`src/rtl/motor_move_sequencer.sv`:
```
// Motor move sequencer: accepts absolute/relative XY move commands, splits each move into
// segments that fit the stepper controller's signed pulse count, and tracks head position.
// Optional feature: define MOVE_SEQ_SOFT_LIMIT_EN to clamp resolved absolute targets to
// [0, X_MAX] x [0, Y_MAX].
module motor_move_sequencer #(
  parameter int unsigned POS_BITS         = 16,
  parameter int unsigned PULSE_NUM_BITS   = 12,
  parameter int unsigned PULSE_WIDTH_BITS = 16
`ifdef MOVE_SEQ_SOFT_LIMIT_EN
  ,
  parameter logic signed [POS_BITS-1:0] X_MAX = {1'b0, {(POS_BITS-1){1'b1}}},
  parameter logic signed [POS_BITS-1:0] Y_MAX = {1'b0, {(POS_BITS-1){1'b1}}}
`endif
) (
  input  logic                               clk,
  input  logic                               reset,
  input  logic                               cmd_valid,
  output logic                               cmd_rdy,
  input  logic signed [POS_BITS-1:0]         cmd_x,
  input  logic signed [POS_BITS-1:0]         cmd_y,
  input  logic                               cmd_rel,
  input  logic        [PULSE_WIDTH_BITS-1:0] cmd_pulse_width,
  input  logic                               set_zero,
  output logic signed [PULSE_NUM_BITS-1:0]   pulse_num_x,
  output logic signed [PULSE_NUM_BITS-1:0]   pulse_num_y,
  output logic        [PULSE_WIDTH_BITS-1:0] pulse_width,
  output logic                               trigger,
  input  logic                               xy_rdy,
  input  logic                               xy_done,
  output logic signed [POS_BITS-1:0]         pos_x,
  output logic signed [POS_BITS-1:0]         pos_y,
  output logic                               busy,
  output logic                               move_done
);

  // Remaining distance needs one extra bit: cmd - pos spans twice the position range.
  localparam int unsigned RW = POS_BITS + 1;

  typedef logic signed [RW-1:0]             rem_t;
  typedef logic signed [PULSE_NUM_BITS-1:0] seg_t;
  typedef logic signed [POS_BITS-1:0]       pos_t;

  localparam int   SegMaxInt = (1 << (PULSE_NUM_BITS - 1)) - 1;
  localparam rem_t SegMaxR   = rem_t'(SegMaxInt);
  localparam seg_t SegMax    = seg_t'(SegMaxInt);

  typedef enum logic [2:0] {
    StIdle,
    StCalc,
    StIssue,
    StWaitDone,
    StUpdate,
    StFinish
  } state_e;

  state_e                      state_q, state_d;
  pos_t                        pos_x_q, pos_x_d, pos_y_q, pos_y_d;
  rem_t                        rem_x_q, rem_x_d, rem_y_q, rem_y_d;
  seg_t                        seg_x_q, seg_x_d, seg_y_q, seg_y_d;
  logic [PULSE_WIDTH_BITS-1:0] pw_q, pw_d;

  // Symmetric clamp of a remaining distance to the largest per-segment pulse count.
  function automatic seg_t clamp_seg(input rem_t r);
    if (r > SegMaxR) begin
      return SegMax;
    end else if (r < -SegMaxR) begin
      return -SegMax;
    end else begin
      return seg_t'(r);
    end
  endfunction

`ifdef MOVE_SEQ_SOFT_LIMIT_EN
  function automatic pos_t clamp_target(input pos_t t, input pos_t lim);
    if (t < 0) begin
      return '0;
    end else if (t > lim) begin
      return lim;
    end else begin
      return t;
    end
  endfunction
`endif

  // Position seen by a newly accepted command; zeroing takes effect before acceptance.
  pos_t base_x, base_y;
  rem_t new_rem_x, new_rem_y;

  // Resolve the accepted command into the remaining distance per axis.
  always_comb begin
    base_x = pos_x_q;
    base_y = pos_y_q;
    if (set_zero) begin
      base_x = '0;
      base_y = '0;
    end
`ifdef MOVE_SEQ_SOFT_LIMIT_EN
    new_rem_x = rem_t'(clamp_target(cmd_rel ? pos_t'(base_x + cmd_x) : cmd_x, X_MAX))
                - rem_t'(base_x);
    new_rem_y = rem_t'(clamp_target(cmd_rel ? pos_t'(base_y + cmd_y) : cmd_y, Y_MAX))
                - rem_t'(base_y);
`else
    new_rem_x = cmd_rel ? rem_t'(cmd_x) : rem_t'(cmd_x) - rem_t'(base_x);
    new_rem_y = cmd_rel ? rem_t'(cmd_y) : rem_t'(cmd_y) - rem_t'(base_y);
`endif
  end

  // Next-state logic for the sequencer FSM and its datapath registers.
  always_comb begin
    state_d = state_q;
    pos_x_d = pos_x_q;
    pos_y_d = pos_y_q;
    rem_x_d = rem_x_q;
    rem_y_d = rem_y_q;
    seg_x_d = seg_x_q;
    seg_y_d = seg_y_q;
    pw_d    = pw_q;
    unique case (state_q)
      StIdle: begin
        if (set_zero) begin
          pos_x_d = '0;
          pos_y_d = '0;
        end
        if (cmd_valid) begin
          rem_x_d = new_rem_x;
          rem_y_d = new_rem_y;
          pw_d    = cmd_pulse_width;
          state_d = StCalc;
        end
      end
      StCalc: begin
        if (rem_x_q == '0 && rem_y_q == '0) begin
          state_d = StFinish;
        end else begin
          seg_x_d = clamp_seg(rem_x_q);
          seg_y_d = clamp_seg(rem_y_q);
          state_d = StIssue;
        end
      end
      StIssue: begin
        if (xy_rdy) state_d = StWaitDone;
      end
      StWaitDone: begin
        if (xy_done) state_d = StUpdate;
      end
      StUpdate: begin
        // Position wraps modulo 2^POS_BITS by truncation.
        pos_x_d = pos_x_q + POS_BITS'(seg_x_q);
        pos_y_d = pos_y_q + POS_BITS'(seg_y_q);
        rem_x_d = rem_x_q - RW'(seg_x_q);
        rem_y_d = rem_y_q - RW'(seg_y_q);
        state_d = StCalc;
      end
      StFinish: begin
        state_d = StIdle;
      end
      default: begin
        state_d = StIdle;
      end
    endcase
  end

  // State and datapath registers; reset aborts any move in progress.
  always_ff @(posedge clk or negedge reset) begin
    if (!reset) begin
      state_q <= StIdle;
      pos_x_q <= '0;
      pos_y_q <= '0;
      rem_x_q <= '0;
      rem_y_q <= '0;
      seg_x_q <= '0;
      seg_y_q <= '0;
      pw_q    <= '0;
    end else begin
      state_q <= state_d;
      pos_x_q <= pos_x_d;
      pos_y_q <= pos_y_d;
      rem_x_q <= rem_x_d;
      rem_y_q <= rem_y_d;
      seg_x_q <= seg_x_d;
      seg_y_q <= seg_y_d;
      pw_q    <= pw_d;
    end
  end

  // Outputs decoded from state; trigger fires in the first ISSUE cycle the controller is ready.
  always_comb begin
    cmd_rdy     = (state_q == StIdle);
    busy        = (state_q != StIdle);
    trigger     = (state_q == StIssue) && xy_rdy;
    move_done   = (state_q == StFinish);
    pulse_num_x = seg_x_q;
    pulse_num_y = seg_y_q;
    pulse_width = pw_q;
    pos_x       = pos_x_q;
    pos_y       = pos_y_q;
  end

endmodule

```
`config.mk`:
```
export PLATFORM = sky130hd
export DESIGN_NAME = motor_move_sequencer
export DESIGN_NICKNAME = d
export VERILOG_FILES = /design/src/rtl/motor_move_sequencer.sv
export SDC_FILE = /design/constraint.sdc
export NUM_CORES = 1
export LEC_CHECK = 0
export CORE_MARGIN = 2
export CORE_UTILIZATION = 28
export CTS_CLUSTER_SIZE = 24
export DETAILED_ROUTE_END_ITERATION = 12
export DONT_BUFFER_PORTS = 1
export GPL_TIMING_DRIVEN = 1
export MAX_ROUTING_LAYER = met4
export SLEW_MARGIN = 10
export SYNTH_ARGS = -nofsm -noshare
export SYNTH_HDL_FRONTEND = slang
export SYNTH_SLANG_ARGS = --single-unit
```
`constraint.sdc`:
```
create_clock -name clk -period 2.83 [get_ports clk]
set_input_delay 0.566 -clock clk [delete_from_list [all_inputs] [get_ports clk]]
set_output_delay 0.566 -clock clk [all_outputs]
set_load 0.03 [all_outputs]
```
==> results.json, run 1 <==
{
  "path_clk_slew_ns": 0.09,
  "h-tree-depth": 3,
  "layout-drive-gt1-share_pct": 15.9,
  "synth-async-reset-ratio_pct": 100,
  "ir_drop_uv": 479,
  "fin_area_um2": 10900,
  "combPwrFrac_pct": 65.6,
  "core_area_um2": 32500,
  "syn_to_final_growth_pct": 19.2,
  "grt_overflow": 0,
  "synth.top_cell.area_share_pct": 29.7,
  "crit_arrival_ns": 2.97,
  "maxCapViolations": 0,
  "fin_nets": 1356,
  "synth_common_cells": "146 x nand2_1, 109 x dfrtp_1, 94 x ha_1",
  "via_count": 8384,
  "yosys_most_used_dff": "dfrtp_1",
  "drc": 0,
  "end_kind": "register",
  "wl_met2_um": 12600,
  "dr.max_layer_used": "met4",
  "fin_crit_sh_pct": 95.6,
  "grt_first_pass_wirelength_um": 44100,
  "num-fill-cells": 3368,
  "tightest_slew_ns": 1.15,
  "setup_tns_ns": 0,
  "drv_slew": 0,
  "track_usage_pct": 17.1,
  "gp_congestion": 0.885,
  "fmax_mhz": 370,
  "ys_ff_latch": 109,
  "route.met3.wl_um": 1920,
  "synth_edf_count": 0,
  "drt_first_pass_iters": 7,
  "vias_per_cell": 5.09,
  "grt_max_degree": 110,
  "fin_hold_ws_ns": -0.116,
  "cts_sinks": 109,
  "cp.required_ns": 3.09,
  "total_power_mw": 13.6,
  "rsz0062_at_grt": "true",
  "synth_area_um2": 9190,
  "crit_type": "register to register",
  "p_sw_mw": 6.75,
  "syn_nets": 1275,
  "startpoint": "pos_x[0]$_DFFE_PN0P_",
  "min_period_ns": 2.71,
  "pwr-share-seq_pct": 24.3,
  "r2r_start": "pos_x[0]$_DFFE_PN0P_",
  "wl_per_cell_um": 16.9,
  "portBuffers": 0,
  "cts_tree": "done",
  "drt-met1-wl_um": 12800,
  "yosysUniqueCellTypes": 73,
  "stdcell_count": 1648,
  "outcome": "finished, violations left",
  "clock_latency_ns": 0.38,
  "critPathLaunchType": "register",
  "setup_viol": 0,
  "placed_area_um2": 10400,
  "ios": 131,
  "hold_path_class": "primary input to asynchronous set/reset pin",
  "die_h_um": 185,
  "syn_inst": 1120,
  "drtIter0Drc": 471,
  "p_leak_nw": 4.88,
  "synth_seq_area_share_pct": 29.7,
  "die_w_um": 185,
  "failed_checks": "hold timing",
  "dp_hpwl_um": 21000,
  "switching_share_pct": 49.6,
  "start_util_pct": 28.3,
  "worst-path-max-fanout": 3,
  "die-area_um2": 34300,
  "rrSetupSlack_ns": 0.12,
  "slew_headroom_pct": 23.2,
  "cts_buffer_depth": 2,
  "dp_cells": 1626,
  "synth.area.top_cells": "dfrtp_1 30%, ha_1 13%, nand2_1 6.0%",
  "antenna_found_initial": 0,
  "grt_pass1_vias": 8287,
  "antenna_left": 0,
  "synthMostInstantiatedCell": "nand2_1",
  "finalHoldViolCount": 109,
  "pwr-share-clk_pct": 10.2,
  "powerDensity_nw_per_um2": 1240,
  "rows": 66,
  "avgSynthCellArea_um2": 8.20,
  "ys_warn_count": 0,
  "intPower_mw": 6.86,
  "yosysTopAreaCell": "dfrtp_1",
  "final.setup_skew_ns": 0.0143,
  "numCtsBuffers": 9,
  "cts_root_buffer": "clkbuf_16",
  "fin_util_pct": 33.7,
  "diodes": 0,
  "wl_um": 27900
}
==> registers in the layout, indices dropped and copies added, names as in the netlist <==
name and count:
rem_x_q 17, state_q 3, pos_y 16, rem_y_q 17, pulse_num_x 12, pulse_width 16
pulse_num_y 12, pos_x 16
==> power groups by stage <==
| stage | Combinational (mW) | Clock, mW | Sequential, mW |
|---|---|---|---|
| 6_report | 8.92 | 1.39 | 3.30 |
| 2_1_floorplan | 5.77 | 0 | 3.60 |
| 4_1_cts | 8.65 | 1.43 | 3.31 |
| 3_5_place_dp | 8.59 | 0 | 3.32 |
| 3_3_place_gp | 8.43 | 0 | 3.32 |
| 5_1_grt | 9.92 | 1.49 | 3.42 |
==> cell families (layout without fill, tap and decap cells) <==
family | Yosys count | count (layout) | share of synthesized area [%]
adder cells (fa/ha/maj) | 100 | 100 | 14.1
XOR/XNOR | 66 | 66 | 6.29
AND/OR/NAND/NOR | 368 | 368 | 18.7
buffers and inverters | 113 | 199 | 4.70
AO/OA/AOI/OAI | 353 | 353 | 25.3
multiplexers | 11 | 11 | 1.24
flip-flops | 109 | 109 | 29.7
==> metrics by stage <==
step	worst slack, ns	hold slack [ns]
final	0.124	-0.116
after global routing	-0.0663	-0.134
after CTS	0.00179	-0.135
after detailed placement	-0.234	0.278
after global placement	-0.204	0.277
after floorplan	0.0106	0.270
==> cell type report <==
class	instances	area (um^2)	area share, %
flip-flops and latches	109	2730	24.9
well taps	442	553	5.05
clock buffers	9	225	2.06
multi-input cells	898	6220	56.9
inverters	71	267	2.43
clock inverters	7	82.6	0.754
repair buffers	112	870	7.94
==> worst paths after layout <==
check                                             end  cells past startpoint
max                             pos_x[14]$_DFFE_PN0P_                     13
min                        pulse_width[2]$_DFFE_PN0P_                      0
max reg2reg                     pos_x[14]$_DFFE_PN0P_                     13
min reg2reg                    state_q[1]$_DFFE_PN0P_                      1
max in group asynchronous        pos_x[2]$_DFFE_PN0P_                      0
min in group clk           pulse_width[1]$_DFFE_PN0P_                      2
==> worst max-delay path: stages, from the launching register on <==
cell and delay (ns):
dfrtp_1 0.37, ha_2 0.21, inv_1 0.05, fa_1 0.39, nor2b_1 0.12, o21ai_1 0.10
a21boi_2 0.19, o21ai_2 0.10, a211oi_2 0.21, buf_4 0.15, nor4_1 0.05, o41ai_1 0.42
xnor2_1 0.16, o21ai_1 0.07
==> layout by cell type, fill, tap and decap left out, drive strengths merged, types with 4 or more instances in the layout <==
cell type,netlist,layout
or4,4,4
xnor2,40,40
o21a,17,17
a21o,19,19
mux2i,8,8
o21ai,97,97
nand2b,41,41
nand2,146,146
o21bai,11,11
nor4,7,7
nand3,16,16
o211ai,19,19
nor2b,14,14
dfrtp,109,109
buf,9,112
a211o,4,4
o41ai,8,8
or3,10,10
nor3,25,25
ha,94,94
a31oi,7,7
fa,6,6
o22ai,6,6
clkbuf,33,9
o31a,4,4
or2,6,6
xor2,26,26
inv,71,73
nor2,80,80
and3,10,10
a211oi,23,23
a21oi,90,90
o31ai,10,10
==> routing by layer <==
layer | vias up | global-route usage, %
met5 | - | -
met4 | 0 | 5.97
met3 | 32 | 4.38
met2 | 201 | 26.5
met1 | 3987 | 21.5
li1 | 4164 | -
==> timing repair <==
| item | in CTS | in global routing |
|---|---|---|
| gates resized for setup | 2 | 49 |
| setup buffers | 0 | 6 |
| endpoints found under the hold margin | 109 | 109 |
| endpoints found under the setup margin | 5 | 19 |
| cloned | 0 | 0 |
| pin swaps | 3 | 23 |
Power figures use the tool's default switching activity.
==> run 2, diff against run 1 <==
- BUFFER_PORTS_ARGS: not set -> -buffer_cell sky130_fd_sc_hd__buf_2
- DONT_BUFFER_PORTS: 1 -> not set
==> run 2 against run 1 <==
Against the previous run: the run now ends clean; die area unchanged; power up 4.7%; critical path type unchanged; cell area up 7.8%; largest cell class unchanged; register-to-register slack worse by 0.03 ns; sequential power down 9.4%; utilization up 2.6 points.
==> results.json, run 2 (synthesis gave the netlist of run 1 again) <==
{
  "drt_first_pass_iters": 5,
  "vias_per_cell": 4.96,
  "ir_drop_uv": 442,
  "p_leak_nw": 5.51,
  "numCtsBuffers": 9,
  "total_power_mw": 14.3,
  "rows": 66,
  "die_h_um": 185,
  "powerDensity_nw_per_um2": 1210,
  "grt_first_pass_wirelength_um": 46300,
  "syn_to_final_growth_pct": 28.5,
  "grt_max_degree": 44,
  "hold_buffers": 0,
  "antenna_left": 0,
  "final.setup_skew_ns": 0.0121,
  "critical-path-max-stage-delay_ns": 0.42,
  "crit_buf_inv": 1,
  "fin_ws_ns": 0.0928,
  "crit_arrival_ns": 3.00,
  "core_area_um2": 32500,
  "min_period_ns": 2.74,
  "slew_headroom_pct": 24.2,
  "mostFrequentLayoutCells": "145 x nand2_1, 128 x buf_2, 122 x buf_4, 106 x dfrtp_1, 88 x ha_1",
  "critPathLaunchType": "register",
  "tightest_slew_ns": 1.13,
  "ios": 131,
  "cts_buffer_depth": 2,
  "portBuffers": 130,
  "layout-drive-gt1-share_pct": 26.0,
  "wl_um": 29200,
  "slowest_stage": "dfrtp_1",
  "drc": 0,
  "worst-path-max-fanout": 3,
  "fmax_mhz": 365,
  "cp.depth": 11,
  "grt_pass1_vias": 8724,
  "end_kind": "register",
  "drv_slew": 0,
  "cts_tree": "done",
  "clock_latency_ns": 0.37,
  "outcome": "completed",
  "mostFrequentLayoutCell": "nand2_1",
  "grt_overflow": 0,
  "setup_tns_ns": 0,
  "cp.required_ns": 3.10,
  "hold_path_class": "primary input to asynchronous set/reset pin",
  "maxCapViolations": 0,
  "wl_per_cell_um": 16.3,
  "crit_type": "register to register",
  "finalHoldViolCount": 0,
  "cts_root_buffer": "clkbuf_16",
  "cts_sinks": 109,
  "fin_crit_sh_pct": 96.7,
  "fin_nets": 1499,
  "top_regs": "rem_x_q: 17 flops, rem_y_q: 17 flops",
  "post-place-ws_ns": -0.423,
  "rrSetupSlack_ns": 0.09,
  "num-fill-cells": 3356,
  "via_count": 8900,
  "h-tree-depth": 3,
  "path_clk_slew_ns": 0.09,
  "path_cells": "ha_2 > buf_4 > a21o_1 > a31oi_2 > a22oi_2 > and4_1 > nor4_4 > o311ai_1 > xnor2_1 > nor2_1 > a221o_1",
  "die-area_um2": 34300,
  "start_util_pct": 28.3,
  "cpLargestDelayFamily": "compound AO/OA/AOI/OAI gates",
  "gp_congestion": 0.887,
  "drtIter0Drc": 498,
  "ff2ff_path_depth": 11,
  "rsz0062_at_grt": "true",
  "setup_viol": 0,
  "antenna_found_initial": 3,
  "track_usage_pct": 17.7,
  "dp_hpwl_um": 22000,
  "die_w_um": 185
}
## run 2: cell count changes in the layout (fill, tap and decap cells not counted), sizes merged
| cell | previous run | this run |
|---|---|---|
| clkinvlp | 1 | 2 |
| clkinv | 3 | 0 |
| diode | 0 | 3 |
| inv | 73 | 75 |
| buf | 112 | 255 |
## run 2: timing repair
action                                  4_1_cts  5_1_grt
resized for setup                            16       56
endpoints found under the setup margin       10       22
buffers inserted                              7       16
pin swaps                                     9       39
## run 2: metal layers
layer,share of wire [%],vias up,GRT usage (%),wire [um]
li1,-,4450,-,-
met5,0,-,-,0
met4,1.6,0,4.79,463
met2,46,223,27.9,13400
met3,5.3,31,3.09,1560
met1,47,4196,23.5,13800
## run 2: where the power goes
| group | internal (mW) | leakage (nW) | switching, mW |
|---|---|---|---|
| Clock | 0.701 | 0.143 | 0.676 |
| Sequential | 2.24 | 1.35 | 0.753 |
| Combinational | 4.26 | 4.02 | 5.62 |
| Total | 7.20 | 5.51 | 7.05 |
## run 2: final timing paths
| path | from | endpoint |
|---|---|---|
| max in group asynchronous | reset | pos_x[2]$_DFFE_PN0P_ |
| worst min register to register | pulse_width[14]$_DFFE_PN0P_ | pulse_width[14]$_DFFE_PN0P_ |
| worst min-delay path | reset | pos_y[9]$_DFFE_PN0P_ |
| min in group clk | cmd_pulse_width[1] | pulse_width[1]$_DFFE_PN0P_ |
| worst max register to register | pulse_num_x[0]$_DFFE_PN0P_ | pos_x[15]$_DFFE_PN0P_ |
| worst max-delay path | pulse_num_x[0]$_DFFE_PN0P_ | pos_x[15]$_DFFE_PN0P_ |
## run 2: final cells by class
class / count / area (um^2) / area share (%)
clock inverters: 7 / 80.1 / 0.678
well taps: 442 / 553 / 4.69
inverters: 71 / 267 / 2.26
clock buffers: 9 / 225 / 1.91
repair buffers: 255 / 1630 / 13.8
multi-input cells: 898 / 6310 / 53.5
diodes: 3 / 7.51 / 0.0636
flip-flops and latches: 109 / 2730 / 23.1
## run 2: stage by stage
stage	area [um^2]	hold WS (ns)	util (%)	instances
floorplan	9190	0.270	-	1120
global placement	11000	0.456	34.0	1753
detailed placement	11000	0.458	34.0	1753
CTS	11500	0.181	35.3	1776
global route	11800	0.199	36.4	1794
finish	11800	0.167	36.4	1794
